## src/rtl/gfx_pkg.sv

```systemverilog
// gfx_pkg: shared graphics types and default framebuffer geometry.
//   pixel_t          - 32-bit framebuffer word
//   fb_clear_state_e - clear engine FSM states
//   FB_WIDTH_DEF / FB_HEIGHT_DEF - default frame size shared by raster/SIMD stages
//   COORD_W          - width of pixel coordinates / rectangle bounds
package gfx_pkg;

   typedef logic [31:0] pixel_t;

   typedef enum logic [1:0] {
      ST_IDLE  = 2'd0,
      ST_WRITE = 2'd1,
      ST_DONE  = 2'd2
   } fb_clear_state_e;

   localparam int FB_WIDTH_DEF  = 640;
   localparam int FB_HEIGHT_DEF = 480;
   localparam int COORD_W       = 16;

endpackage

```

## src/rtl/fb_raster_scan.sv

```systemverilog
// fb_raster_scan: raster-order pixel walker for a rectangular region.
//   clk, rst_n        - clock, async active-low reset
//   load              - capture bounds and jump to (x_start, y_start)
//   x_start..y_end    - inclusive region bounds, sampled on load
//   adv               - step to the next pixel (x first, then y)
//   addr              - current word address = row_base + x
//   last              - current pixel is (x_end, y_end)
module fb_raster_scan
   import gfx_pkg::*;
#(
   parameter int FB_WIDTH = FB_WIDTH_DEF,
   parameter int ADDR_W   = 19
) (
   input  logic               clk,
   input  logic               rst_n,
   input  logic               load,
   input  logic [COORD_W-1:0] x_start,
   input  logic [COORD_W-1:0] x_end,
   input  logic [COORD_W-1:0] y_start,
   input  logic [COORD_W-1:0] y_end,
   input  logic               adv,
   output logic [ADDR_W-1:0]  addr,
   output logic               last
);

   logic [COORD_W-1:0] x, y, xs, xe, ye;
   logic [ADDR_W-1:0]  row_base;

   assign addr = row_base + ADDR_W'(x);
   assign last = (x == xe) && (y == ye);

   always_ff @(posedge clk or negedge rst_n) begin
      if (!rst_n) begin
         x        <= '0;
         y        <= '0;
         xs       <= '0;
         xe       <= '0;
         ye       <= '0;
         row_base <= '0;
      end else if (load) begin
         x        <= x_start;
         y        <= y_start;
         xs       <= x_start;
         xe       <= x_end;
         ye       <= y_end;
         // Only the starting row needs a product, and it is by a constant;
         // for full-frame clears y_start is 0 and this folds away.
         row_base <= ADDR_W'(y_start) * ADDR_W'(FB_WIDTH);
      end else if (adv && !last) begin
         // Holding on the last pixel keeps addr in range after the final beat.
         if (x == xe) begin
            x        <= xs;
            y        <= y + COORD_W'(1);
            row_base <= row_base + ADDR_W'(FB_WIDTH);
         end else begin
            x <= x + COORD_W'(1);
         end
      end
   end

endmodule

```

## src/rtl/fb_clear_engine.sv

```systemverilog
// fb_clear_engine: fills the framebuffer (or an inclusive rectangle) with a
// latched colour through a valid/ready word-write port, one pixel per beat.
//   clk, rst_n           - clock, async active-low reset (aborts a clear)
//   clear_start          - start pulse, sampled only when idle
//   clear_color          - fill value, latched with clear_start
//   clear_done           - one-cycle completion pulse
//   busy                 - high while writing and in the done cycle
//   mem_wr_valid/ready   - write beat handshake
//   mem_wr_addr/data     - pixel address (y*FB_WIDTH + x) and colour
//   rect_x0/x1/y0/y1     - inclusive bounds, present only with FB_CLEAR_RECT_EN
// Build option: define FB_CLEAR_RECT_EN for rectangle clears; otherwise the
// whole frame is always cleared.
module fb_clear_engine
   import gfx_pkg::*;
#(
   parameter int FB_WIDTH  = FB_WIDTH_DEF,
   parameter int FB_HEIGHT = FB_HEIGHT_DEF,
   parameter int ADDR_W    = 19
) (
   input  logic               clk,
   input  logic               rst_n,
   input  logic               clear_start,
   input  pixel_t             clear_color,
`ifdef FB_CLEAR_RECT_EN
   input  logic [COORD_W-1:0] rect_x0,
   input  logic [COORD_W-1:0] rect_x1,
   input  logic [COORD_W-1:0] rect_y0,
   input  logic [COORD_W-1:0] rect_y1,
`endif
   output logic               clear_done,
   output logic               busy,
   output logic               mem_wr_valid,
   output logic [ADDR_W-1:0]  mem_wr_addr,
   output pixel_t             mem_wr_data,
   input  logic               mem_wr_ready
);

   localparam logic [COORD_W-1:0] X_MAX = COORD_W'(FB_WIDTH - 1);
   localparam logic [COORD_W-1:0] Y_MAX = COORD_W'(FB_HEIGHT - 1);

   fb_clear_state_e    state, state_nxt;
   pixel_t             color_q;
   logic [COORD_W-1:0] bx0, bx1, by0, by1;
   logic               rgn_empty;
   logic               load, adv, last;

`ifdef FB_CLEAR_RECT_EN
   // Clamp the far corner to the frame; a start corner outside the frame
   // or an inverted span yields nothing to write.
   always_comb begin
      bx0 = rect_x0;
      by0 = rect_y0;
      bx1 = (rect_x1 > X_MAX) ? X_MAX : rect_x1;
      by1 = (rect_y1 > Y_MAX) ? Y_MAX : rect_y1;
      rgn_empty = (rect_x0 > X_MAX) || (rect_y0 > Y_MAX) ||
                  (bx0 > bx1) || (by0 > by1);
   end
`else
   assign bx0       = '0;
   assign by0       = '0;
   assign bx1       = X_MAX;
   assign by1       = Y_MAX;
   assign rgn_empty = 1'b0;
`endif

   assign load = (state == ST_IDLE) && clear_start;
   assign adv  = (state == ST_WRITE) && mem_wr_ready;

   fb_raster_scan #(
      .FB_WIDTH (FB_WIDTH),
      .ADDR_W   (ADDR_W)
   ) u_scan (
      .clk     (clk),
      .rst_n   (rst_n),
      .load    (load),
      .x_start (bx0),
      .x_end   (bx1),
      .y_start (by0),
      .y_end   (by1),
      .adv     (adv),
      .addr    (mem_wr_addr),
      .last    (last)
   );

   always_ff @(posedge clk or negedge rst_n) begin
      if (!rst_n) begin
         state   <= ST_IDLE;
         color_q <= '0;
      end else begin
         state <= state_nxt;
         if (load) color_q <= clear_color;
      end
   end

   assign mem_wr_data = color_q;

   always_comb begin
      state_nxt    = state;
      mem_wr_valid = 1'b0;
      clear_done   = 1'b0;
      busy         = 1'b0;
      case (state)
         ST_IDLE: begin
            if (clear_start) state_nxt = rgn_empty ? ST_DONE : ST_WRITE;
         end
         ST_WRITE: begin
            busy         = 1'b1;
            mem_wr_valid = 1'b1;
            if (mem_wr_ready && last) state_nxt = ST_DONE;
         end
         ST_DONE: begin
            busy       = 1'b1;
            clear_done = 1'b1;
            state_nxt  = ST_IDLE;
         end
         default: state_nxt = ST_IDLE;
      endcase
   end

endmodule

```

## config.mk

```make
export PLATFORM = sky130hd
export DESIGN_NAME = fb_clear_engine
export DESIGN_NICKNAME = d
export VERILOG_FILES = /design/src/rtl/gfx_pkg.sv /design/src/rtl/fb_raster_scan.sv /design/src/rtl/fb_clear_engine.sv
export SDC_FILE = /design/constraint.sdc
export NUM_CORES = 1
export LEC_CHECK = 0
export ABC_AREA = 1
export BUFFER_PORTS_ARGS = -buffer_cell sky130_fd_sc_hd__buf_2
export CORE_ASPECT_RATIO = 0.6
export CORE_MARGIN = 5
export CORE_UTILIZATION = 33
export CTS_CLUSTER_SIZE = 20
export DETAILED_ROUTE_END_ITERATION = 10
export PLACE_DENSITY = 0.53
export SLEW_MARGIN = 5
export SYNTH_ARGS = -nofsm -noshare
export SYNTH_HDL_FRONTEND = slang
export SYNTH_SLANG_ARGS = --single-unit
```

## constraint.sdc

```tcl
create_clock -name clk -period 2.6 [get_ports clk]
set_clock_uncertainty 0.15 [all_clocks]
set_input_delay 0.13 -clock clk [delete_from_list [all_inputs] [get_ports clk]]
set_output_delay 0.13 -clock clk [all_outputs]
set_load 0.03 [all_outputs]
```

# == Word level (Yosys, flattened, before mapping) ==
# Cells that the tools add are included.
# totals
output_inout_bits,54
regBits,86
word_cells,43
input_bits,36
# classes
reduce_logical,12
eq_ne,6
n_mux,15
n_addsub,4
# ops
op,n
$mux W16,6
$mux W19,3
$add A16 B1 Y16 const B,2
$add A19 B10 Y19 const B,1
$add A19 B16 Y19,1
$eq A16 B10 Y1,1
$eq A16 B9 Y1,1
$logic_and A1 B1 Y1,5
$mux W2,2
$pmux W2 S2,1
$reduce_and A2 Y1,2
$reduce_bool A2 Y1,2
$mux W1,3
$eq A2 B1 Y1 const B,1
$eq A2 B2 Y1 const B,1
$logic_not A2 Y1,1
$ne A2 B1 Y1 const B,1
$ne A2 B2 Y1 const B,1
$reduce_or A2 Y1,1
$logic_not A1 Y1,1

# == Depth between registers and ports, before layout ==
# Gate-level depths: netlist of run 1.
# logic_depth
depth_word,6
mapped_depth,14
ltp_nobuf,12

# == By module ==
# A second synthesis of run 1 with hierarchy kept.
# unflattened
hier_cells,1169
hier_area_um2,8256.7
# modules_own_cells
module,area_per_inst_um2,n_inst,cells_each,seq_area_each_um2
fb_raster_scan,6821.5,1,1009,2302.2
fb_clear_engine,1435.1,1,160,850.8

# == Worst setup path after synthesis of run 1 ==
# OpenSTA, ideal clock, no wires.
# synth_timing
path_type,reg-to-output
from,reg u_scan.x[8]
to,out mem_wr_addr[16]
n_path_buf,0
t_required_ps,2320
t_arrival_ps,1896
stages_incl_launch_ff,9
setup_slack_ps,424
path_cell_list,dfrtp_1 ha_1 a21o_1 nand2_1 nand2_1 nand2_1 nand2_1 a21oi_1 xor2_1
# synth_between
elab_chain_cells,1
# synth_rtl
item,line_no,source
start: declaration,fb_raster_scan.sv:26,"logic [COORD_W-1:0] x, y, xs, xe, ye;"
start signal: assignment,fb_raster_scan.sv:41,x <= x_start;
start signal: assignment,fb_raster_scan.sv:52,x <= xs;
start signal: assignment,fb_raster_scan.sv:56,x <= x + COORD_W'(1);
$add A19 B16 Y19,fb_raster_scan.sv:29,assign addr = row_base + ADDR_W'(x);
end: declaration,fb_clear_engine.sv:33,"output logic [ADDR_W-1:0] mem_wr_addr,"
# No other way between the ends.

# == Worst setup path after layout of run 1 ==
# layout_timing
from,reg u_scan.row_base[11]
to,out mem_wr_addr[18]
# layout_between
elab_chain_cells,1
# layout_rtl
item,line_no,source
start: declaration,fb_raster_scan.sv:27,logic [ADDR_W-1:0] row_base;
start signal: assignment,fb_raster_scan.sv:48,row_base <= ADDR_W'(y_start) * ADDR_W'(FB_WIDTH);
start signal: assignment,fb_raster_scan.sv:54,row_base <= row_base + ADDR_W'(FB_WIDTH);
$add A19 B16 Y19,fb_raster_scan.sv:29,
# No other way between the ends.

==> results of run 1 <==
[metal layers]
| metal | part of all wire (%) | up-vias | global-route usage (%) |
|---|---|---|---|
| met5 | 0 | - | 0 |
| met4 | 0.92 | 0 | 3.30 |
| met3 | 5.1 | 10 | 3.91 |
| met2 | 40 | 122 | 23.0 |
| met1 | 54 | 2286 | 24.7 |
| li1 | - | 2446 | - |
[worst paths after layout]
path / start / end / slack [ns] / cells past startpoint
setup / recovery: u_scan.row_base[11] / mem_wr_addr[18] / 0.16 / 9
hold / removal: clear_start / state[1] / 0.06 / 4
setup reg to reg: u_scan.x[11] / u_scan.x[14] / 0.47 / 11
hold reg to reg: mem_wr_data[18] / mem_wr_data[18] / 0.33 / 2
max in group asynchronous: rst_n / u_scan.y[0] / 1.53 / 3
min in group asynchronous: rst_n / mem_wr_data[31] / 0.14 / 2
[area by class of cell]
cell class	count	area (µm²)
clock inverter	5	106
sequential	79	1980
inverter	42	158
timing repair buffer	142	958
tap	198	248
fill	1476	8220
multi-input combinational	541	2600
clock buffer	10	239
[through the flow]
| step | hold slack [ns] | utilization, % | setup WS, ns | total power [mW] | instance area (µm²) |
|---|---|---|---|---|---|
| after floorplan | -0.316 | - | 0.424 | 3.55 | 4900 |
| final | 0.0567 | 43.4 | 0.158 | 5.80 | 6290 |
| after detailed placement | -0.0273 | 38.5 | 0.442 | 4.30 | 5590 |
| after global placement | -0.0389 | 38.5 | 0.434 | 4.27 | 5590 |
| after CTS | 0.0364 | 43.2 | 0.0568 | 5.86 | 6270 |
| after global routing | 0.0853 | 43.4 | 0.00195 | 6.18 | 6290 |
[sequential cells by signal, summed over array words and instances (netlist names)]
register,count
mem_wr_data,32
state,2
u_scan.row_base,12
u_scan.x,16
u_scan.xe,1
u_scan.y,16
[kinds of logic (layout without fill, tap and decap cells)]
group	Yosys count	count (layout)	share of synthesized area, %
fa+ha+maj	16	16	4.08
compound gates	51	51	6.35
buf+inv	78	199	6.97
xor+xnor	25	25	4.47
simple gates	449	449	37.8
flops	79	79	40.3
[worst max-delay path: stages, from the launching register on]
cell and delay (ns):
sky130_fd_sc_hd__dfrtp_1 0.49, sky130_fd_sc_hd__ha_1 0.42, sky130_fd_sc_hd__nand2_1 0.07, sky130_fd_sc_hd__nand2_1 0.08, sky130_fd_sc_hd__inv_1 0.04, sky130_fd_sc_hd__nor2_1 0.11
sky130_fd_sc_hd__o21ai_0 0.12, sky130_fd_sc_hd__a31o_2 0.25, sky130_fd_sc_hd__nand2_1 0.05, sky130_fd_sc_hd__buf_2 0.19
[synthesized netlist by cell type, drive strengths merged (3+ instances only)]
library cell    n  area [µm²]
nand2         273        1070
nor2           94         360
dfrtp          79        1980
nand3          59         295
inv            41         154
a21oi          19        95.1
buf            19         120
xor2           18         158
clkbuf         17        63.8
ha             16         200
o21ai          15        86.3
nor3           13        65.1
nand4          10        62.6
xnor2           7        61.3
o21a            3        22.5
[report_power, final]
group | leakage [nW] | switching, mW | internal [mW] | total (mW)
registers | 1.03 | 0.262 | 1.56 | 1.83
clock network | 0.165 | 0.525 | 0.961 | 1.49
logic | 2.05 | 1.75 | 0.737 | 2.49
total | 3.25 | 2.54 | 3.26 | 5.80
[timing repair]
| item | 4_1_cts | 5_1_grt |
|---|---|---|
| buffers inserted | 0 | 0 |
| hold buffers | 34 | 0 |
| endpoints found under the hold margin | 66 | 0 |
| resized for setup | 0 | 8 |
| endpoints found under the setup margin | 0 | 3 |
==> impl_summary.md, run 1 <==
Global route
After global routing the overflow that remains totals 0. The number of antenna violations at the first check in global routing is 0. In the global route stage, overall resource usage came out at 16.2%. The first global-routing pass estimated 23500 µm of wire. The largest net degree at the start of global routing is 48.

The number of global-route vias before repair is 4633.

Synth
The count of mapped cells out of synthesis is 698. The yosys synthesis warning count is 0. The most used flip-flop cell after synthesis is sky130_fd_sc_hd__dfrtp_1. Each instance of the synthesized netlist takes up on average 7.03 µm².

When the netlist entered floorplanning its net count stood at 750. Sequential cells were found to cover 40.3% of the synthesized design area. The netlist area before placement is 4900 µm².

The synthesized design contains 0 enable-type register cells. In the synthesized netlist the async set-or-reset flop fraction comes to 100%. After synthesis the netlist holds a flip-flop and latch count of 79. The synthesized netlist contains 35 unique library cells.

STA
Setup violations remaining at the end of the flow were counted as 0. The transition at the pin with the smallest max-transition slack is 0.470 ns. In the finished design, the share of the clock period the worst path needs comes to 93.9%. In the final timing run, aggregate negative setup slack is 0 ns. The shortest clock period the worst path allows after layout is 2.44 ns.

The final count of hold timing violations came to 0. The number of max-slew violations in the final report came to 0. Headroom to the max-slew limit came out at 68.6%. The achievable frequency is 410 MHz. Setup repair after global routing left no endpoint under its margin.

Finish
The number of antenna cells inserted is 0. After the last flow step, the layout net total stands at 867. The library cells used most frequently in the layout, excluding fill and tap cells, are 265 x sky130_fd_sc_hd__nand2_1, 93 x sky130_fd_sc_hd__nor2_1, 87 x sky130_fd_sc_hd__buf_2. The non-filler instance count after layout is 1017.

The library cell used most frequently in the layout, excluding fill and tap cells, is sky130_fd_sc_hd__nand2_1. The area growth from synthesis to layout is 28.3%. The share of layout cells above drive strength 1 is 17.3%.

Hold path
The class of the tightest hold or removal check is input pin to flop.

Floorplan
The floorplan die width is 167 µm. The die height is 104 µm. During I/O placement, the number of pins put on the boundary was 90.

The initial core utilization is 33.8%. The total die area is 17500 µm². The placeable core area is 14500 µm². The floorplan has 34 rows.

Detailed routing
After detailed routing, the number of vias per cell comes to 4.78. The average routed wire per standard cell is 13.5 µm. Wires add up to 13800 µm. The routed layout has 4864 vias. The number of nets with antenna violations after detailed routing is 0.

For this run, the detailed router's first-pass iteration total came to 5. The first routing iteration left 403 violations. The number of DRC violations after detailed routing is 0.

Clock network
Counting along the longest clock path gives a buffer depth of 2. Buffers inserted during clock tree synthesis total 9. Counting every sink on the clock net gives 79.

TritonCTS built the clock tree. In this run the number of H-tree levels came out at 3. The root buffer cell chosen for the clock tree is sky130_fd_sc_hd__clkbuf_16. Clock latency on the worst-skew pair, taken at its later pin, is 0.34 ns. The clock-pin slew reported for the worst setup and hold paths after clock tree synthesis is 0.06 ns.

Power
The leakage power total is 3.25 nW. The power density over cell area is 922 nW/µm². The worst-case IR drop observed on VDD is 384 µV.

Placement
In this run the tool buffered the top-level ports with 89 buffer cells. In this run, placement finished with an instance count of 968. The final RePlAce weighted congestion is 0.867. Summed over all nets, the half-perimeter wirelength after detailed placement is 9920 µm.

Outcome
The run finished with clean final reports.

Setup path
The top fanout value on the critical path is 7. The setup path with the least slack is of type flop to primary output. The worst setup path is launched from a flop. For the worst setup path, the data required time is 2.32 ns.

The critical path data arrival time is 2.16 ns. The nature of the critical path endpoint is a primary output.

Job
The tool flagged a number of max-cap violations equal to 0.
(Power assumes the default switching activity.)
==> run 2, diff against run 1 <==
==> constraint.sdc (replaced) <==
create_clock -name clk -period 2.5 [get_ports clk]
set_clock_uncertainty 0.15 [all_clocks]
set_input_delay 0.125 -clock clk [delete_from_list [all_inputs] [get_ports clk]]
set_output_delay 0.125 -clock clk [all_outputs]
set_load 0.03 [all_outputs]
==> impl_summary.md, run 2 (same netlist as run 1, synthesis figures left out) <==
Placement
The total placed instance area is 5600 µm². The number of input and output port buffers inserted is 89. The final RePlAce weighted congestion is 0.893. Once detailed placement completed, the half-perimeter wirelength came to 9940 µm.

Floorplan
The die height is 104 µm. The die covers 17500 µm². The top-level I/O count is 90. The initial core utilization is 33.8%. The floorplan die width is 167 µm. The total area inside the core boundary comes to 14500 µm².

The number of placement rows is 34.

Setup path
The top fanout value on the critical path is 4. The slowest stage of the critical path is the sky130_fd_sc_hd__dfrtp_1 cell. The worst setup path startpoint is u_scan.row_base[13]. At the worst endpoint, the required time is 2.23 ns. STA classifies the critical path startpoint as a flop.

By startpoint and endpoint, the worst setup path is classified as flop to primary output. The critical path goes through ha_4 -> nand2_1 -> nor3_1 -> nand3_1 -> a31o_2 -> nand2_1 -> clkbuf_4. The critical path data arrival time is 2.15 ns. For this run, the slowest stage of the critical path takes 0.48 ns.

The end of the worst register-to-register path is u_scan.x[6]. The nature of the critical path endpoint is a primary output. The worst flop-to-flop path startpoint is u_scan.x[8].

The number of buffers and inverters on the critical path is 1. The family with the most delay on the worst path is simple AND/OR/NAND/NOR gates. The count of cells along the worst register-to-register path is 12. The cell that appears most often on the critical path is sky130_fd_sc_hd__nand2_1. In this run the register-to-register setup slack is 0.34 ns.

Power
The maximum resistive drop on vdd is 477 µV. Power spread over the standard cell area amounts to 921 nW/µm². In this run the static leakage power is 3.23 nW.

Finish
The net count reported at finish is 873. The share of layout cells above drive strength 1 is 18.4%. After routing the design area is 6340 µm². The number of antenna cells inserted is 0. The fraction of the core area covered by cells at the end of the flow is 43.7%. Leaving out fill and tap cells, the most frequent cells in the layout are 265 x sky130_fd_sc_hd__nand2_1, 93 x sky130_fd_sc_hd__nor2_1, 85 x sky130_fd_sc_hd__buf_2. Relative to the synthesized area, the layout overhead comes to 29.3%. Leaving out fill and tap cells, the most frequent cell in the layout is sky130_fd_sc_hd__nand2_1.

The number of flip-flops in the largest register is 32.

Detailed routing
The total routed wirelength is 13700 µm. For this run, design rule violations remaining after detail routing come to 0. The post-detailed-route via-to-cell ratio is 4.71.

After detailed routing, the average wire length per cell comes to 13.4 µm. For this run, the detailed router's first-pass iteration total came to 5. The routed layout has 4816 vias.

The detail route stage leaves a number of antenna-violating nets equal to 0. The number of design-rule violations left by the first detailed-router iteration is 412.

Global route
The global-route congestion overflow total is 0. The first global-routing pass estimated 23000 µm of wire. The number of antenna violations at the first check in global routing is 0. The number of global-route vias before repair came to 4516. In the global route stage, overall resource usage came out at 15.8%. Entering global routing, the biggest net connects 51 pins.

Hold path
The hold-critical path depth is 4. The worst hold path begins at clear_start. The endpoint with the worst hold slack is state[1]. The class of the tightest hold or removal check is input pin to flop.

STA
Setup violations remaining at the end of the flow were counted as 0. The worst path needs 2.43 ns of the cycle, external delays included. At the pin with the least slew margin, the transition time is 0.679 ns. The final count of hold timing violations is 0. Timing would allow up to 412 MHz. The worst max-slew margin expressed relative to the limit is 54.8%. The worst path uses 97.1% of the clock period. The number of max-slew violations in the final report is 0.

Clock network
The maximum clock insertion buffer count is 2. The root buffer cell is sky130_fd_sc_hd__clkbuf_16. The H-tree depth is 3. The worst-skew pair later-pin latency is 0.34 ns. After clock tree synthesis, the clock-pin slew on the worst setup and hold paths is 0.06 ns. The CTS tree is yes. The number of buffers created by CTS is 9. The clock net in this run drives a total of 79 sinks.

Job
The tool flagged a number of max-cap violations equal to 0.

Outcome
The flow ran to the end, and the final reports show no timing, DRC or antenna violations.
-- run 2: final cells by class --
cell class / instances / area (µm²)
clock buffers: 9 / 225
clock inverters: 6 / 70.1
fillers: 1465 / 8160
inverters: 42 / 158
multi-input cells: 541 / 2670
flip-flops and latches: 79 / 1980
well taps: 198 / 248
repair buffers: 148 / 996
-- run 2: where the power goes --
part	switching (mW)	internal [mW]
Sequential	0.289	1.63
Clock	0.553	0.775
Combinational	1.81	0.789
-- run 2: tightest hold or removal path: stages --
cell and delay (ns):
sky130_fd_sc_hd__buf_2 0.12, sky130_fd_sc_hd__inv_1 0.06, sky130_fd_sc_hd__a21oi_1 0.08, sky130_fd_sc_hd__nor2_1 0.11
-- run 2: through the flow --
| stage | instances | total power, mW | setup WS [ns] | setup TNS [ns] | hold slack [ns] |
|---|---|---|---|---|---|
| after floorplan | 698 | 3.70 | 0.329 | 0 | -0.321 |
| after global placement | 971 | 4.44 | 0.357 | 0 | 0.0545 |
| after detailed placement | 971 | 4.47 | 0.341 | 0 | 0.0679 |
| after CTS | 1020 | 5.87 | 0.00806 | 0 | 0.0322 |
| after global routing | 1023 | 6.23 | -0.0372 | -0.0465 | 0.0608 |
| final | 1023 | 5.84 | 0.0726 | 0 | 0.0490 |
-- run 2: what timing repair did --
| action | in CTS | in global routing |
|---|---|---|
| setup endpoints to repair | 1 | 5 |
| pin swaps | 0 | 2 |
| endpoints found under the hold margin | 82 | 0 |
| setup buffers | 0 | 3 |
| hold buffers | 34 | 0 |
| resized for setup | 2 | 14 |
-- run 2: how the worst max path moves through the flow --
stage	endpoint	slack, ns	cells past startpoint
after global placement	mem_wr_addr[16]	0.36	9
after detailed placement	mem_wr_addr[16]	0.34	9
final	mem_wr_addr[17]	0.07	7
after floorplan	mem_wr_addr[16]	0.33	8
after global routing	mem_wr_addr[17]	-0.04	7
after CTS	mem_wr_addr[16]	0.008	9
-- run 2: per-layer routing --
| metal | wire length (µm) | track usage [%] |
|---|---|---|
| met1 | 7080 | 24.1 |
| met4 | 147 | 3.42 |
| met3 | 936 | 3.68 |
| met2 | 5560 | 22.6 |
| met5 | 0 | 0 |
